File: config.mk
export PLATFORM = sky130hd
export DESIGN_NAME = ofdm_rx_symbol_framer
export DESIGN_NICKNAME = d
export VERILOG_FILES = /design/src/rtl/ofdm_rx_symbol_framer.sv
export SDC_FILE = /design/constraint.sdc
export NUM_CORES = 1
export LEC_CHECK = 0
export CORE_UTILIZATION = 45
export DETAILED_ROUTE_END_ITERATION = 8
export PLACE_DENSITY = 0.75
export SYNTH_ARGS = -nofsm -noshare
export SYNTH_HDL_FRONTEND = slang
export SYNTH_SLANG_ARGS = --single-unit
File: constraint.sdc
create_clock -name sys_clk -period 2.6 [get_ports sys_clk]
set_clock_uncertainty 0.1 [all_clocks]
set_input_delay 0.78 -clock sys_clk [delete_from_list [all_inputs] [get_ports sys_clk]]
set_output_delay 0.78 -clock sys_clk [all_outputs]
set_load 0.01 [all_outputs]
File: src/rtl/ofdm_rx_symbol_framer.sv
// ofdm_rx_symbol_framer
//   Frames the oversampled OFDM RX stream into FFT-sized symbols. On each
//   qualified sym_start the cyclic prefix is skipped, then the raw symbol is
//   decimated by OSR so that 2**FFT_EXP I/Q samples reach the FFT stage, the
//   first one flagged with fft_data_start.
//
//   Build option OFDM_FRAMER_AVG_EN:
//     undefined - pick-one decimation, the sample at dec_phase within each
//                 OSR group is forwarded (dec_phase latched once per symbol).
//     defined   - boxcar mean of each OSR group, rounded half up, emitted one
//                 cycle after the group's last sample; dec_phase is ignored.
//
//   All logic is on the rising edge of sys_clk; sys_rst and sys_init are
//   equivalent synchronous clears that override every other input.
module ofdm_rx_symbol_framer #(
  parameter int SAMPLE_BIT_WIDTH  = 12,
  parameter int SYMBOL_LENGTH     = 320,
  parameter int RAW_SYMBOL_LENGTH = 256,
  parameter int OSR               = 4,
  parameter int FFT_EXP           = 6
) (
  input  logic                        sys_clk,
  input  logic                        sys_rst,
  input  logic                        sys_init,
  input  logic                        sym_start,
  input  logic [SAMPLE_BIT_WIDTH-1:0] rx_data_i,
  input  logic [SAMPLE_BIT_WIDTH-1:0] rx_data_q,
  input  logic                        rx_data_valid,
  input  logic [$clog2(OSR)-1:0]      dec_phase,
  output logic [SAMPLE_BIT_WIDTH-1:0] fft_data_i,
  output logic [SAMPLE_BIT_WIDTH-1:0] fft_data_q,
  output logic                        fft_data_valid,
  output logic                        fft_data_start,
  output logic [15:0]                 sym_count,
  output logic                        resync_err
);

  // Derived geometry
  localparam int CP_LEN = SYMBOL_LENGTH - RAW_SYMBOL_LENGTH;
  localparam int PH_W   = $clog2(OSR);
  localparam int RAW_W  = $clog2(RAW_SYMBOL_LENGTH);
  localparam int CP_W   = $clog2(CP_LEN + 2);

  typedef enum logic [1:0] {
    ST_IDLE,
    ST_CP,
    ST_PAYLOAD
  } state_t;

  state_t            state_q, state_d;
  logic [CP_W-1:0]   cp_cnt_q, cp_cnt_d;
  logic [RAW_W-1:0]  raw_cnt_q, raw_cnt_d;
  logic [PH_W-1:0]   phase_q, phase_d;

  // Per-sample decode results
  logic              take;       // this valid sample is a payload sample
  logic [RAW_W-1:0]  take_idx;   // its raw index within the symbol
  logic [PH_W-1:0]   take_phase; // decimation phase in force for it
  logic              resync;
  logic              sym_done;

  // Output-side decode
  logic                        sel;
  logic                        sel_first;
  logic [SAMPLE_BIT_WIDTH-1:0] out_i;
  logic [SAMPLE_BIT_WIDTH-1:0] out_q;

  // Next-state and per-sample classification; gaps (valid=0) hold everything.
  // NOTE: every signal driven here gets a default first, so no path can leave
  // one unassigned and infer a latch.
  always_comb begin
    state_d    = state_q;
    cp_cnt_d   = cp_cnt_q;
    raw_cnt_d  = raw_cnt_q;
    phase_d    = phase_q;
    take       = 1'b0;
    take_idx   = raw_cnt_q;
    take_phase = phase_q;
    resync     = 1'b0;
    sym_done   = 1'b0;

    if (rx_data_valid) begin
      if (sym_start) begin
        // A start strobe always begins a fresh symbol; only an interrupted
        // payload is an error, a restart inside the CP is silent.
        resync = (state_q == ST_PAYLOAD);
        if (CP_LEN == 0) begin
          // No prefix: the start sample is already raw sample 0.
          state_d    = ST_PAYLOAD;
          phase_d    = dec_phase;
          take       = 1'b1;
          take_idx   = '0;
          take_phase = dec_phase;
          raw_cnt_d  = RAW_W'(1);
        end else if (CP_LEN == 1) begin
          // The start sample is the whole prefix.
          state_d   = ST_PAYLOAD;
          phase_d   = dec_phase;
          raw_cnt_d = '0;
        end else begin
          state_d  = ST_CP;
          cp_cnt_d = CP_W'(1);
        end
      end else begin
        unique case (state_q)
          ST_CP: begin
            if (cp_cnt_q == CP_W'(CP_LEN - 1)) begin
              // Last CP sample: phase is frozen here for the whole symbol.
              state_d   = ST_PAYLOAD;
              raw_cnt_d = '0;
              phase_d   = dec_phase;
            end else begin
              cp_cnt_d = cp_cnt_q + CP_W'(1);
            end
          end
          ST_PAYLOAD: begin
            take = 1'b1;
            if (raw_cnt_q == RAW_W'(RAW_SYMBOL_LENGTH - 1)) begin
              // Symbol complete; a following sym_start is handled from IDLE,
              // so back-to-back symbols need no idle sample in between.
              state_d   = ST_IDLE;
              raw_cnt_d = '0;
              sym_done  = 1'b1;
            end else begin
              raw_cnt_d = raw_cnt_q + RAW_W'(1);
            end
          end
          default: ;
        endcase
      end
    end
  end

  // Framing state register
  // NOTE: sequential state uses non-blocking assignments so every register
  // samples the pre-edge values regardless of statement order.
  always_ff @(posedge sys_clk) begin
    if (sys_rst || sys_init) begin
      state_q   <= ST_IDLE;
      cp_cnt_q  <= '0;
      raw_cnt_q <= '0;
      phase_q   <= '0;
    end else begin
      state_q   <= state_d;
      cp_cnt_q  <= cp_cnt_d;
      raw_cnt_q <= raw_cnt_d;
      phase_q   <= phase_d;
    end
  end

`ifdef OFDM_FRAMER_AVG_EN
  localparam int ACC_W = SAMPLE_BIT_WIDTH + PH_W;

  logic signed [ACC_W-1:0] acc_i_q, acc_q_q;
  logic signed [ACC_W-1:0] sum_i, sum_q;
  logic signed [ACC_W-1:0] rnd_i, rnd_q;
  logic                    grp_first;
  logic                    grp_last;

  // Group running sum (restarted on the first sample of each OSR group) and
  // half-up rounded mean; the sum width cannot overflow for OSR samples.
  always_comb begin
    grp_first = (take_idx[PH_W-1:0] == '0);
    grp_last  = (take_idx[PH_W-1:0] == {PH_W{1'b1}});
    sum_i     = (grp_first ? '0 : acc_i_q) + ACC_W'(signed'(rx_data_i));
    sum_q     = (grp_first ? '0 : acc_q_q) + ACC_W'(signed'(rx_data_q));
    rnd_i     = sum_i + ACC_W'(OSR / 2);
    rnd_q     = sum_q + ACC_W'(OSR / 2);
    out_i     = SAMPLE_BIT_WIDTH'(rnd_i >>> PH_W);
    out_q     = SAMPLE_BIT_WIDTH'(rnd_q >>> PH_W);
    sel       = take && grp_last;
    sel_first = take_idx == RAW_W'(OSR - 1);
  end

  // Accumulator registers, updated on payload samples only
  always_ff @(posedge sys_clk) begin
    if (sys_rst || sys_init) begin
      acc_i_q <= '0;
      acc_q_q <= '0;
    end else if (take) begin
      acc_i_q <= sum_i;
      acc_q_q <= sum_q;
    end
  end
`else
  // Pick-one decimation: forward the sample at the latched phase.
  always_comb begin
    out_i     = rx_data_i;
    out_q     = rx_data_q;
    sel       = take && (take_idx[PH_W-1:0] == take_phase);
    sel_first = take_idx < RAW_W'(OSR);
  end
`endif

  // Registered outputs: one cycle of latency, data held between strobes
  always_ff @(posedge sys_clk) begin
    if (sys_rst || sys_init) begin
      fft_data_i     <= '0;
      fft_data_q     <= '0;
      fft_data_valid <= 1'b0;
      fft_data_start <= 1'b0;
      sym_count      <= '0;
      resync_err     <= 1'b0;
    end else begin
      fft_data_valid <= sel;
      fft_data_start <= sel && sel_first;
      resync_err     <= resync;
      if (sel) begin
        fft_data_i <= out_i;
        fft_data_q <= out_q;
      end
      if (sym_done) begin
        sym_count <= sym_count + 16'd1;
      end
    end
  end

endmodule
; ---- Word-level counts from Yosys, hierarchy flattened
; Index checks and enable logic that the tools add are counted.
[classes]
addsub = 3
order_cmp = 1
eq_ne = 9
muxes = 17
bitwise_logic = 2
n_reduce_logical = 11
[op_table]
columns = cell, count
row1 = 2-to-1 mux 7 bit, 3
row2 = "adder 16 x 1 -> 16 bit, second input constant", 1
row3 = 2-to-1 mux 8 bit, 2
row4 = one-hot mux 8 bit (2 select lines), 1
row5 = AND reduction 4 bit, 3
row6 = "adder 8 x 1 -> 8 bit, second input constant", 1
row7 = "equality test 8 bit, second input constant", 1
row8 = "less-than comparator 8 x 3 -> 1 bit, second input constant", 1
row9 = "adder 7 x 1 -> 7 bit, second input constant", 1
row10 = "equality test 7 x 6 -> 1 bit, second input constant", 1
row11 = 2-to-1 mux 1 bit, 7
row12 = 2-to-1 mux 2 bit, 3
row13 = "!= test 2 bit, second input constant", 2
row14 = one-hot mux 2 bit (2 select lines), 1
row15 = nonzero test 2 bit, 2
row16 = "!= test 3 x 2 -> 1 bit, second input constant", 1
row17 = "!= test 3 bit, second input constant", 1
row18 = AND reduction 3 bit, 1
row19 = nonzero test 3 bit, 1
row20 = OR reduction 3 bit, 1
row21 = "equality test 2 x 1 -> 1 bit, second input constant", 1
row22 = equality test 2 bit, 1
row23 = "equality test 2 bit, second input constant", 1
row24 = logical AND 1 bit, 2
row25 = other kinds (2), 3
[word_totals]
register_bits = 62
inputBits = 31
output_inout_bits = 43

; ---- Longest topological paths before layout
[logic_depth]
depth_word = 6
ltp_mapped = 7
depth_no_buf = 6

; ---- Least setup slack after synthesis
; Ideal clock, no wire load.
[synth_path]
kind = input to register
start = input port sym_start
end = register sym_count[11]
arrival_time_ns = 2.188
required_ns = 2.430
setup_slack_ns = 0.243
path_stages = 6
path_cell_list = buf_6 > nand3b_4 > or3_1 > buf_2 > or4_1 > a21oi_1
[synth_via]
elab_chain_cells = 2
[synth_lines]
columns = element, line
row1 = "start, declared", 25  ; input logic sym_start,
row2 = 2-to-1 mux 1 bit, 83  ; if (sym_start) begin
row3 = 2-to-1 mux 1 bit, 82  ; if (rx_data_valid) begin
row4 = "end signal, assigned", 213  ; sym_count <= sym_count + 16'd1;
row5 = "end, declared", 34  ; output logic [15:0] sym_count,
; Every way passes these cells.
; A chain may end at the register's enable or synchronous reset.

; ---- Worst setup path in the final report
[layout_path]
start = input port rx_data_valid
end = register sym_count[15]
[layout_via]
elab_chain_cells = 1
[layout_lines]
columns = element, line
row1 = "start, declared", 28  ; input logic rx_data_valid,
row2 = 2-to-1 mux 1 bit, 82
; Every way passes these cells.

==> results.ini <==
[timing]
hold_ws_ns = 0.339
hold_violations = 0
rsz0062_at_grt = false
finalCriticalPeriod_ns = 2.38
fin_crit_sh = 0.916
finalSetupViolations = 0
slew_viol_final = 0
max_slew.worst_pin.slew_ns = 0.540
max_clock_freq_mhz = 420
setup_slack_ns = 0.217
slew-limit-headroom = 0.636

[global_routing]
grt.overflow.total = 0
grt_use_total = 0.224
grt_pass1_wl_microns = 11400
first_global_vias = 2666
grt_max_degree = 26
antenna_found_initial = 0

[final_layout]
area_growth_pct = 38.9
layout_common_cells = clkdlybuf4s50_1, dfxtp_1, nor2_1
finish.cell_count_without_fillers = 481
diodes = 0
drive_gt1_frac = 0.116
finalNetCount = 437
final_common_cell = clkdlybuf4s50_1
fillers = 502
utilization = 0.657

[clocking]
cts.htree.levels = 3
cts.sinks = 62
ctsHoldBuffers = 0
cts.repair.resized = 0
cts-root-buf = clkbuf_8
clk_latency_ns = 0.34
cts_buffer_depth = 2
cts_tree = done
path_clk_slew_ns = 0.07
cts_buffers = 9
cts_setup_buffers = 0

[power]
p_per_area_mw_per_mm2 = 484
swShare = 0.216
comb_power_share = 0.051
power_mw = 1.91
p_clk_frac = 0.452
power.switching_uw = 413
intPower_mw = 1.50
leakagePower_nw = 1.31
ir_drop_mv = 0.345
power_frac_seq = 0.497

[outcome]
status = complete, no violations

[placement]
dp_slack_ns = -0.138
place_congestion = 0.797
portBuffers = 73
place_inst = 465
dp_hpwl_microns = 4900

[floorplanning]
core_region_area_sq_mm = 0.00603
die-area_sq_mm = 0.00666
fp.dieH_microns = 81.6
row_count = 28
num_io_pins = 74
die_w_microns = 81.6
start_util = 0.473

[route]
drtPass1Iterations = 4
drc_errors = 0
finalWirelength_microns = 6790
ant_nets = 0
vias = 2667
drtIter0Drc = 128
vias_per_cell = 5.54
wl_per_cell_microns = 14.1

[logic_synthesis]
yosys_warnings = 0
syn_area_sq_mm = 0.00285
syn_nets = 350
synth-seq-cells = 62
synth-edff-count = 0
syn_inst = 314
synthFlopType = dfxtp_1
avgSynthCellArea_sq_um = 9.08
ys_async_sr_fraction = 0
yosysUniqueCellTypes = 50
synth.yosys.seq_area_share = 0.435

[hold_path]
whs_path_depth = 2
worstHoldStart = cp_cnt_q[6]
hold_class = register to register

[worst_setup_path]
startpoint = rx_data_valid
cp.required_ns = 2.78
rr_startpoint = raw_cnt_q[0]
timing.critical_path.buf_inv = 1
critPathMaxFanout = 4
crit_type = input port to register
critical_path.top_delay_family = simple AND/OR/NAND/NOR gates
reg2reg_depth = 5
critical_path.max_stage_delay_ns = 0.52
crit_chain = clkdlybuf4s50_1 -> nand3b_4 -> or4_1 -> or4_1 -> a21oi_1
startpoint_type = input port
end_kind = register
crit_top_cell = or4_1
critPathArrivalTime_ns = 2.57
crit_cells = 5
crit_path_top_delay_cell = clkdlybuf4s50_1

[run]
maxCapViolCount = 0

cell families after synthesis:
family / after synthesis / synth area share
compound gates: 64 / 0.154
xor+xnor: 5 / 0.0154
fa+ha+maj: 5 / 0.0219
buf+inv: 25 / 0.0408
flops: 62 / 0.435
mux: 28 / 0.0983
simple gates: 125 / 0.234
final timing paths:
path                    to  slack, ns
max          sym_count[15]       0.22
min            cp_cnt_q[6]       0.34
max reg2reg  sym_count[15]       0.32
min reg2reg    cp_cnt_q[6]       0.34
registers in the layout (all words and copies together) (netlist names):
signal and count:
fft_data_start 1, phase_q 2, fft_data_q 12, cp_cnt_q 7, raw_cnt_q 8, resync_err 1
fft_data_valid 1, fft_data_i 12, sym_count 16, state_q 2
power by group through the flow:
| stage | clock [mW] | combinational (mW) | sequential, mW |
|---|---|---|---|
| 6_report | 0.865 | 0.0981 | 0.951 |
| 3_3_place_gp | 0 | 0.0972 | 0.973 |
| 3_5_place_dp | 0 | 0.0983 | 0.973 |
| 2_1_floorplan | 0 | 0.0375 | 0.973 |
| 4_1_cts | 0.885 | 0.0988 | 0.951 |
| 5_1_grt | 0.919 | 0.107 | 0.951 |
through the flow:
step	instance area, sq um	TNS, ns
5_1_grt	3960	0
2_1_floorplan	2850	0
6_report	3960	0
4_1_cts	3960	0
3_3_place_gp	3760	-0.703
3_5_place_dp	3760	-1.10
routing by layer:
metal / global-route usage / vias up / part of all wire
met5: 0 / - / 0
li1: - / 1324 / -
met3: 0.0933 / 15 / 0.094
met1: 0.263 / 1240 / 0.44
met2: 0.353 / 88 / 0.45
met4: 0.107 / 0 / 0.019
tightest hold or removal path, stage by stage, from the launching register on:
cell and delay, ns:
dfxtp_1 0.31, nand2_1 0.05, a21oi_1 0.03
synthesized netlist by cell type, types with 2 or more instances:
cell       n  area share
dfxtp_1   62        0.44
nor2_1    39       0.051
mux2i_1   28       0.098
nand2_1   22       0.029
a21oi_1   17       0.030
nand3_1   15       0.026
clkbuf_1  11       0.014
o31ai_1   10       0.026
or3_1      9       0.020
or4_1      9       0.024
inv_1      8       0.011
o21ai_0    6       0.011
a211oi_1   5       0.013
ha_1       5       0.022
nor4_1     5       0.011
buf_2      4      0.0070
nand4_1    4      0.0088
o22ai_1    4      0.0088
a21boi_0   3      0.0079
and3_1     3      0.0066
nand2b_1   3      0.0066
xnor2_1    3      0.0092
a221oi_1   2      0.0061
a31o_2     2      0.0061
and2_2     2      0.0053
and4_2     2      0.0070
nand3b_1   2      0.0053
nor3_1     2      0.0035
o211ai_1   2      0.0053
o311ai_0   2      0.0061
o41ai_1    2      0.0061
or2_2      2      0.0044
xor2_1     2      0.0061
final cells by class:
class                           count  area, sq um  area share
Multi-Input combinational cell    227         1500       0.379
Sequential cell                    62         1240       0.314
Timing Repair Buffer               93          893       0.226
Clock buffer                       13          159      0.0401
Tap cell                           75         93.8      0.0237
Clock inverter                      3         42.5      0.0107
Inverter                            8         30.0     0.00759
No activity file was read; power rests on OpenSTA's default activity.
